File: src/rtl/alu_seq.sv
// alu_seq: handshaked execute-stage ALU with a registered Result/ZERO and optional
// iterative MUL/DIVU/REMU, compiled in when ALU_SEQ_MULDIV_EN is defined.
module alu_seq #(
    parameter int unsigned WIDTH = 64
) (
    input  logic             clk,
    input  logic             rst_n,
    input  logic             in_valid,
    output logic             in_ready,
    input  logic [WIDTH-1:0] a,
    input  logic [WIDTH-1:0] b,
    input  logic [3:0]       ALUOp,
    output logic             out_valid,
    input  logic             out_ready,
    output logic [WIDTH-1:0] Result,
    output logic             ZERO,
    output logic             busy
);

    localparam logic [3:0] OP_AND  = 4'b0000;
    localparam logic [3:0] OP_OR   = 4'b0001;
    localparam logic [3:0] OP_ADD  = 4'b0010;
    localparam logic [3:0] OP_SUB  = 4'b0110;
    localparam logic [3:0] OP_NOR  = 4'b1100;

    typedef enum logic [1:0] {IDLE, BUSY, DONE} state_t;

    state_t           state_q, state_d;
    logic [WIDTH-1:0] result_d;
    logic             zero_d;

    // Single-step operations; unknown opcodes yield zero.
    function automatic logic [WIDTH-1:0] single_op(input logic [3:0] op,
                                                   input logic [WIDTH-1:0] x,
                                                   input logic [WIDTH-1:0] y);
        case (op)
            OP_AND:  single_op = x & y;
            OP_OR:   single_op = x | y;
            OP_ADD:  single_op = x + y;
            OP_SUB:  single_op = x - y;
            OP_NOR:  single_op = ~(x | y);
            default: single_op = '0;
        endcase
    endfunction

`ifdef ALU_SEQ_MULDIV_EN
    localparam int unsigned CW = $clog2(WIDTH + 1);
    localparam logic [3:0] OP_MUL  = 4'b0011;
    localparam logic [3:0] OP_DIVU = 4'b0100;
    localparam logic [3:0] OP_REMU = 4'b0101;

    // acc: product / partial remainder; opa: multiplier / quotient; opb: multiplicand / divisor
    logic [CW-1:0]    cnt_q, cnt_d;
    logic [3:0]       op_q, op_d;
    logic [WIDTH-1:0] acc_q, acc_d, opa_q, opa_d, opb_q, opb_d;
    logic [WIDTH:0]   rem_sh, rem_sub;
    logic [WIDTH-1:0] mul_acc, div_rem, div_quo;
    logic             is_multi;

    assign is_multi = (ALUOp == OP_MUL) || (ALUOp == OP_DIVU) || (ALUOp == OP_REMU);

    // One shift-add step and one restoring-division step from the current registers.
    always_comb begin
        mul_acc = opa_q[0] ? (acc_q + opb_q) : acc_q;
        rem_sh  = {acc_q, opa_q[WIDTH-1]};
        rem_sub = rem_sh - {1'b0, opb_q};
        if (!rem_sub[WIDTH]) begin
            div_rem = rem_sub[WIDTH-1:0];
            div_quo = {opa_q[WIDTH-2:0], 1'b1};
        end else begin
            div_rem = rem_sh[WIDTH-1:0];
            div_quo = {opa_q[WIDTH-2:0], 1'b0};
        end
    end
`endif

    always_comb begin
        state_d  = state_q;
        result_d = Result;
        zero_d   = ZERO;
`ifdef ALU_SEQ_MULDIV_EN
        cnt_d = cnt_q;
        op_d  = op_q;
        acc_d = acc_q;
        opa_d = opa_q;
        opb_d = opb_q;
`endif
        case (state_q)
            IDLE: begin
                if (in_valid) begin
`ifdef ALU_SEQ_MULDIV_EN
                    if (is_multi) begin
                        state_d = BUSY;
                        op_d    = ALUOp;
                        cnt_d   = '0;
                        acc_d   = '0;
                        opa_d   = a;
                        opb_d   = b;
                    end else
`endif
                    begin
                        state_d  = DONE;
                        result_d = single_op(ALUOp, a, b);
                        zero_d   = (result_d == '0);
                    end
                end
            end
`ifdef ALU_SEQ_MULDIV_EN
            BUSY: begin
                cnt_d = cnt_q + CW'(1);
                if (op_q == OP_MUL) begin
                    acc_d = mul_acc;
                    opa_d = opa_q >> 1;
                    opb_d = opb_q << 1;
                end else begin
                    acc_d = div_rem;
                    opa_d = div_quo;
                end
                // Last iteration: counter reaches WIDTH and never wraps.
                if (cnt_q == CW'(WIDTH - 1)) begin
                    state_d = DONE;
                    if (op_q == OP_MUL)       result_d = mul_acc;
                    else if (op_q == OP_DIVU) result_d = div_quo;
                    else                      result_d = div_rem;
                    zero_d = (result_d == '0);
                end
            end
`endif
            DONE: begin
                if (out_ready) state_d = IDLE;
            end
            default: state_d = IDLE;
        endcase
    end

    always_ff @(posedge clk or negedge rst_n) begin
        if (!rst_n) begin
            state_q   <= IDLE;
            Result    <= '0;
            ZERO      <= 1'b0;
            out_valid <= 1'b0;
            busy      <= 1'b0;
            in_ready  <= 1'b1;
        end else begin
            state_q   <= state_d;
            Result    <= result_d;
            ZERO      <= zero_d;
            out_valid <= (state_d == DONE);
            busy      <= (state_d != IDLE);
            in_ready  <= (state_d == IDLE);
        end
    end

`ifdef ALU_SEQ_MULDIV_EN
    always_ff @(posedge clk or negedge rst_n) begin
        if (!rst_n) begin
            cnt_q <= '0;
            op_q  <= '0;
            acc_q <= '0;
            opa_q <= '0;
            opb_q <= '0;
        end else begin
            cnt_q <= cnt_d;
            op_q  <= op_d;
            acc_q <= acc_d;
            opa_q <= opa_d;
            opb_q <= opb_d;
        end
    end
`endif

endmodule
File: config.mk
export PLATFORM = sky130hd
export DESIGN_NAME = alu_seq
export DESIGN_NICKNAME = d
export VERILOG_FILES = /design/src/rtl/alu_seq.sv
export SDC_FILE = /design/constraint.sdc
export NUM_CORES = 1
export LEC_CHECK = 0
export CAP_MARGIN = 20
export CORE_MARGIN = 1
export CORE_UTILIZATION = 54
export DETAILED_ROUTE_END_ITERATION = 7
export PLACE_DENSITY = 0.79
export RECOVER_POWER = 100
export SLEW_MARGIN = 20
export SYNTH_ARGS = -nofsm -noshare
export SYNTH_HDL_FRONTEND = slang
export SYNTH_SLANG_ARGS = --single-unit
File: constraint.sdc
create_clock -name clk -period 2.5 [get_ports clk]
set_input_delay 0.375 -clock clk [delete_from_list [all_inputs] [get_ports clk]]
set_output_delay 0.375 -clock clk [all_outputs]
set_load 0.1 [all_outputs]
==> results by group, run 1 <==
Placement
  • DP HPWL: 41370 um
  • Routability cong.: 1.168
  • Placed cells: 2318
  • Pre-CTS setup slack: -3.674 ns
  • DP Area: 16560 um^2
  • Buffers on Ports: 203

Clocking
  • CTS Root Buffer Type: clkbuf_16
  • CTS Sinks: 70
  • Post-CTS Resized: 399
  • Max H-tree Level: 3
  • Clock Path Buffers: 2
  • Total CTS buffers: 9
  • Post-CTS Setup Inserts: 94
  • CTS Hold Buffers Added: 0

Outcome
  • Stop err: [ERROR DPL-0038] Utilization greater than 100%, impossible to legalize
  • Status: stopped before the end
  • Halt Stage: 4_1_cts

Synthesis
  • Main synth FF type: dfrtp_1
  • Ys async rst share: 100.0%
  • Largest area contributor in the netlist: dfrtp_1
  • Cell count after synthesis: roughly 1400
  • YS warnings: 0
  • Post-synthesis cell type count: a little over 90
  • Net Count, Synth: 1643
  • Yosys reg bits: 70
  • Syn_area_per_cell: 7.202 um^2
  • Top post-synthesis cells by area: dfrtp_1, a21oi_1, ha_1, nand2_1, nor2_1
  • Post-synthesis cell area: 10370 um^2
  • EDFF count, synth: 0
  • Sequential share of the synthesized area: approximately 17%
  • Yosys top cell area share: around 17%

Die
  • DIE HEIGHT: 140.6 um
  • Num rows: 50
  • Die Wd: 140.6 um
  • Initial Utilization: 55.26%
  • I/O pin count: 204
[synthesized netlist by cell type, drive strengths merged (9+ instances only)]
cell type / count
o311ai: 40
o21a: 19
a211oi: 11
o211ai: 67
nand3: 23
nand2b: 15
nor4: 18
mux2: 16
o31ai: 14
a21oi: 201
buf: 28
o21ai: 84
xnor2: 50
or3: 17
nand2: 140
a31oi: 18
or4: 9
xor2: 49
inv: 23
nor2: 132
nor2b: 10
mux2i: 11
ha: 66
a21o: 15
nand4: 44
and3: 13
dfrtp: 69
nor3: 60
and2: 9
clkbuf: 65
[logic make-up after synthesis]
family	synth area share (%)
flops	16.90
other cells	0.03616
compound gates	33.51
mux	2.799
buf+inv	4.427
xor+xnor	8.360
simple gates	25.03
fa+ha+maj	8.928
[per-stage QoR]
| step | util (%) | hold WS [ns] |
|---|---|---|
| floorplan | - | 0.07941 |
| global placement | 88.24 | 0.3786 |
| detailed placement | 88.24 | 0.3864 |
==> run 2: changes to the inputs <==
--- a/config.mk
+++ b/config.mk
@@ -7,9 +7,9 @@
 export LEC_CHECK = 0
 export CAP_MARGIN = 20
 export CORE_MARGIN = 1
-export CORE_UTILIZATION = 54
+export CORE_UTILIZATION = 40
 export DETAILED_ROUTE_END_ITERATION = 7
-export PLACE_DENSITY = 0.79
+export PLACE_DENSITY_LB_ADDON = 0.15
 export RECOVER_POWER = 100
 export SLEW_MARGIN = 20
 export SYNTH_ARGS = -nofsm -noshare
==> run 2 against run 1 <==
  * The flow now finishes, with violations (max-capacitance violations, max-slew violations, negative setup slack)
  * Synthesized cell count unchanged
  * Area after synthesis unchanged
==> results by group, run 2 <==
Outcome
  • Status: complete, but fails checks
  • Violated checks: max-capacitance violations, max-slew violations, negative setup slack

Synthesis
  • Simple-gate share of the synthesized area: 25.03% (unchanged)
  • Top post-synthesis cells by area: dfrtp_1, a21oi_1, ha_1, nand2_1, nor2_1
  • EDFF count, synth: 0 (unchanged)
  • YS warnings: 0 (unchanged)
  • XOR/XNOR Fraction of Synth Area: 8.360% (unchanged)
  • Yosys reg bits: 70 (unchanged)
  • Post-synthesis cell type count: 91 (unchanged)
  • Most frequent cell after synthesis: a21oi_1
  • Largest family of logic cells by synthesized area: compound AO/OA/AOI/OAI gates
  • Synth top cells by count: a21oi_1, nand2_1, nor2_1, o21ai_0, dfrtp_1
  • Ys async rst share: 100.0% (unchanged)
  • Compound-Gate Fraction of Synth Area: 33.51% (unchanged)
  • Syn_area_per_cell: 7.202 um^2 (unchanged)
  • Main synth FF type: dfrtp_1
  • Yosys top cell area share: 16.65% (unchanged)
  • Post-synthesis mux area share: 2.799% (unchanged)
  • Largest area contributor in the netlist: dfrtp_1
  • Post-synthesis cell area: 10370 um^2 (unchanged)
  • Cell count after synthesis: 1440 (unchanged)
  • Sequential share of the synthesized area: 16.90% (unchanged)
  • Post-Synth Adder-Cell Area: 8.927% (unchanged)
  • Net Count, Synth: 1643 (unchanged)

Worst setup path
  • Critical path class: in2reg
  • Crit path largest cell delay: 0.53 ns
  • Worst path required time: 2.79 ns
  • Worst path arrival time: 5.79 ns
  • R2R setup slack: -0.96 ns
  • FF-to-FF path depth: 14
  • Crit path buf inv count: 2
  • CP Capture Type: register
  • Crit path max fanout: 4
  • Slowest cell on crit path: or4_4
  • Cell Chain, Critical Path: buf_2, or4_4, nor4_4, nand2_2, nor3_4, and2_4, nand2_2, or4_4, or2_4, o41ai_4, xor2_1, ha_1, buf_4, nand4_1, or3_1, nor3_2, nor2_1, mux2i_1, o31ai_2, nor4_1, nand4_1, nor4_2, and4_1, a31o_1
  • Reg2reg end: ZERO
  • Worst r2r src: state_q[1]
  • Top delay family on crit path: simple AND/OR/NAND/NOR gates
  • Startpoint types: input pin

Layout
  • Most common cell after layout, fill and taps aside: buf_4
  • Multi-input logic area: 10520 um^2
  • # fillers: 1761
  • Top reg by flops: Result
  • Commonest cells after routing, fill and taps aside: buf_4, buf_6, nand2_1, clkdlybuf4s50_1, nor2_1
  • FF/Latch Area: 1753 um^2
  • Number of flip-flops in the largest register: 64
  • Share of layout cells above drive strength 1: about half
  • Area Overhead vs Synth: 92.57%
  • Largest regs: Result x64, state_q x2
  • Final instance area: 19970 um^2
  • NumNets Final: 2415

Die
  • Die footprint: 26580 um^2
  • Num rows: 58 (+16%)
  • Initial Utilization: 40.95% (-14 points)
  • DIE HEIGHT: 163.0 um (+16%)
  • Die Wd: 163.0 um (+16%)
  • Core area: 25330 um^2
  • I/O pin count: 204 (unchanged)

Routing
  • Routed Antenna Nets: 0
  • Drt via density: 6.226
  • DR iter-0 viols: 1580
  • Via count: 15870
  • DRT Pass-1 Iters: 6
  • Final WL: 60330 um
  • DRC: 0
  • Avg WL per Cell: about 24 um

Run
  • Max-capacitance violation count: 1

Global route
  • Vias in the first global route: 15190
  • Remaining Overflow, GRT: 0
  • Initial antenna violation count: 1
  • Largest net degree at the start of global routing: slightly above 70
  • First-pass GRT wire length: 84460 um
  • Global Route Usage Sum: 41.44%

Clocking
  • CTS tree: yes
  • Worst skew pair latency: 0.36 ns
  • Max H-tree Level: 3 (unchanged)
  • Clock Path Buffers: 2 (unchanged)
  • CTS Sinks: 70 (unchanged)
  • Clock Pin Slew Worst Setup and Hold Paths: 0.06 ns
  • CTS Hold Buffers Added: 0 (unchanged)
  • Total CTS buffers: 9 (unchanged)
  • CTS Root Buffer Type: clkbuf_16

Timing
  • Min Hold Slack: 0.5076 ns
  • Relative slew slack: -27.85%
  • Final setup viols: 61
  • Max Slew Vio Count: 71
  • Final hold vios: 0
  • Minimum clock period after layout: 5.509 ns
  • Skew final: approximately 0.012 ns
  • RSZ-0062 raised after global routing: yes
  • Setup ws final: -3.009 ns
  • Fmax: about 180 MHz
  • Final period utilization: 220.4%
  • Final setup TNS: -105.87 ns
  • Worst-Margin Slew: 1.918 ns

Power and ir drop
  • Total power: 9.545 mW
  • Leakage: 8.519 nW
  • Pwr Density: 477.9 nW/um^2
  • Maximum vdd ir drop: 602.4 uV

Worst hold path
  • Worst Hold Class: reg2reg
  • Hold Crit Depth: 1
  • Hold path endpoint: Result[48]
  • Hold Startpoint: Result[48]

Placement
  • Buffers on Ports: 203 (unchanged)
  • Routability cong.: 0.9819 (-16%)
  • DP Area: 16790 um^2 (+1.4%)
  • DP HPWL: 41880 um (+1.2%)
  • Pre-CTS setup slack: -3.684 ns (-0.01083 ns)
## run 2: cell counts after synthesis
No cell type changed its count.
## run 2: worst max path at each step
stage               slack (ns)   end  cells after the start  start
CTS                      -2.92  ZERO                     23  b[28]
floorplan                -2.56  ZERO                     25  b[14]
finish                   -3.01  ZERO                     24  b[17]
global placement         -3.45  ZERO                     24   b[6]
detailed placement       -3.68  ZERO                     24   b[6]
global route             -3.22  ZERO                     24  b[11]
## run 2: report_power, final
group | switching [mW] | internal (mW) | total, mW
logic | 4.13 | 2.57 | 6.70
clock network | 0.574 | 0.806 | 1.38
registers | 0.140 | 1.33 | 1.47
## run 2: worst reg2reg max path: stages (launching register included)
cell      delay [ns]
dfrtp_1         0.38
nand2b_1        0.20
nor2_4          0.14
o311ai_1        0.18
nor3_1          0.28
nand4_1         0.19
nor4b_1         0.31
buf_4           0.18
nand4_1         0.12
nor4_1          0.44
buf_4           0.20
and4b_1         0.24
and4_1          0.23
and4_1          0.21
a31o_1          0.13
## run 2: through the flow
stage	std cells	util [%]
global route	2548	78.85
finish	2549	78.86
CTS	2509	74.79
floorplan	1440	-
detailed placement	2425	66.29
global placement	2425	66.29
## run 2: kinds of logic (layout without fill, tap and decap cells)
| group | Yosys count | in the layout |
|---|---|---|
| buf+inv | 116 | 893 |
| compound gates | 532 | 532 |
| other cells | 1 | 3 |
| fa+ha+maj | 75 | 75 |
| mux | 27 | 27 |
| xor+xnor | 99 | 99 |
| simple gates | 520 | 520 |
| flops | 70 | 70 |
## run 2: final cells by class
| class | count | area share (%) |
|---|---|---|
| Timing Repair Buffer | 854 | 34.48 |
| Inverter | 23 | 0.4573 |
| Sequential cell | 70 | 8.777 |
| Tap cell | 330 | 2.067 |
| Antenna cell | 2 | 0.02506 |
| Clock buffer | 10 | 1.197 |
| Multi-Input combinational cell | 1254 | 52.66 |
| Clock inverter | 6 | 0.3383 |
## run 2: timing repair
action                                  CTS  global route
gates resized for setup                 388           219
endpoints found under the setup margin   64            64
setup buffers                            82            53
pin swaps                               161           136
## run 2: metal layers
layer	routed length (um)	track usage [%]	vias to the layer above
li1	-	-	7018
met1	23600	51.61	7631
met2	27800	68.88	959
met3	4517	6.475	261
met4	4414	21.45	0
met5	0	0	-
Note: power is estimated with default switching activity, not from simulation.
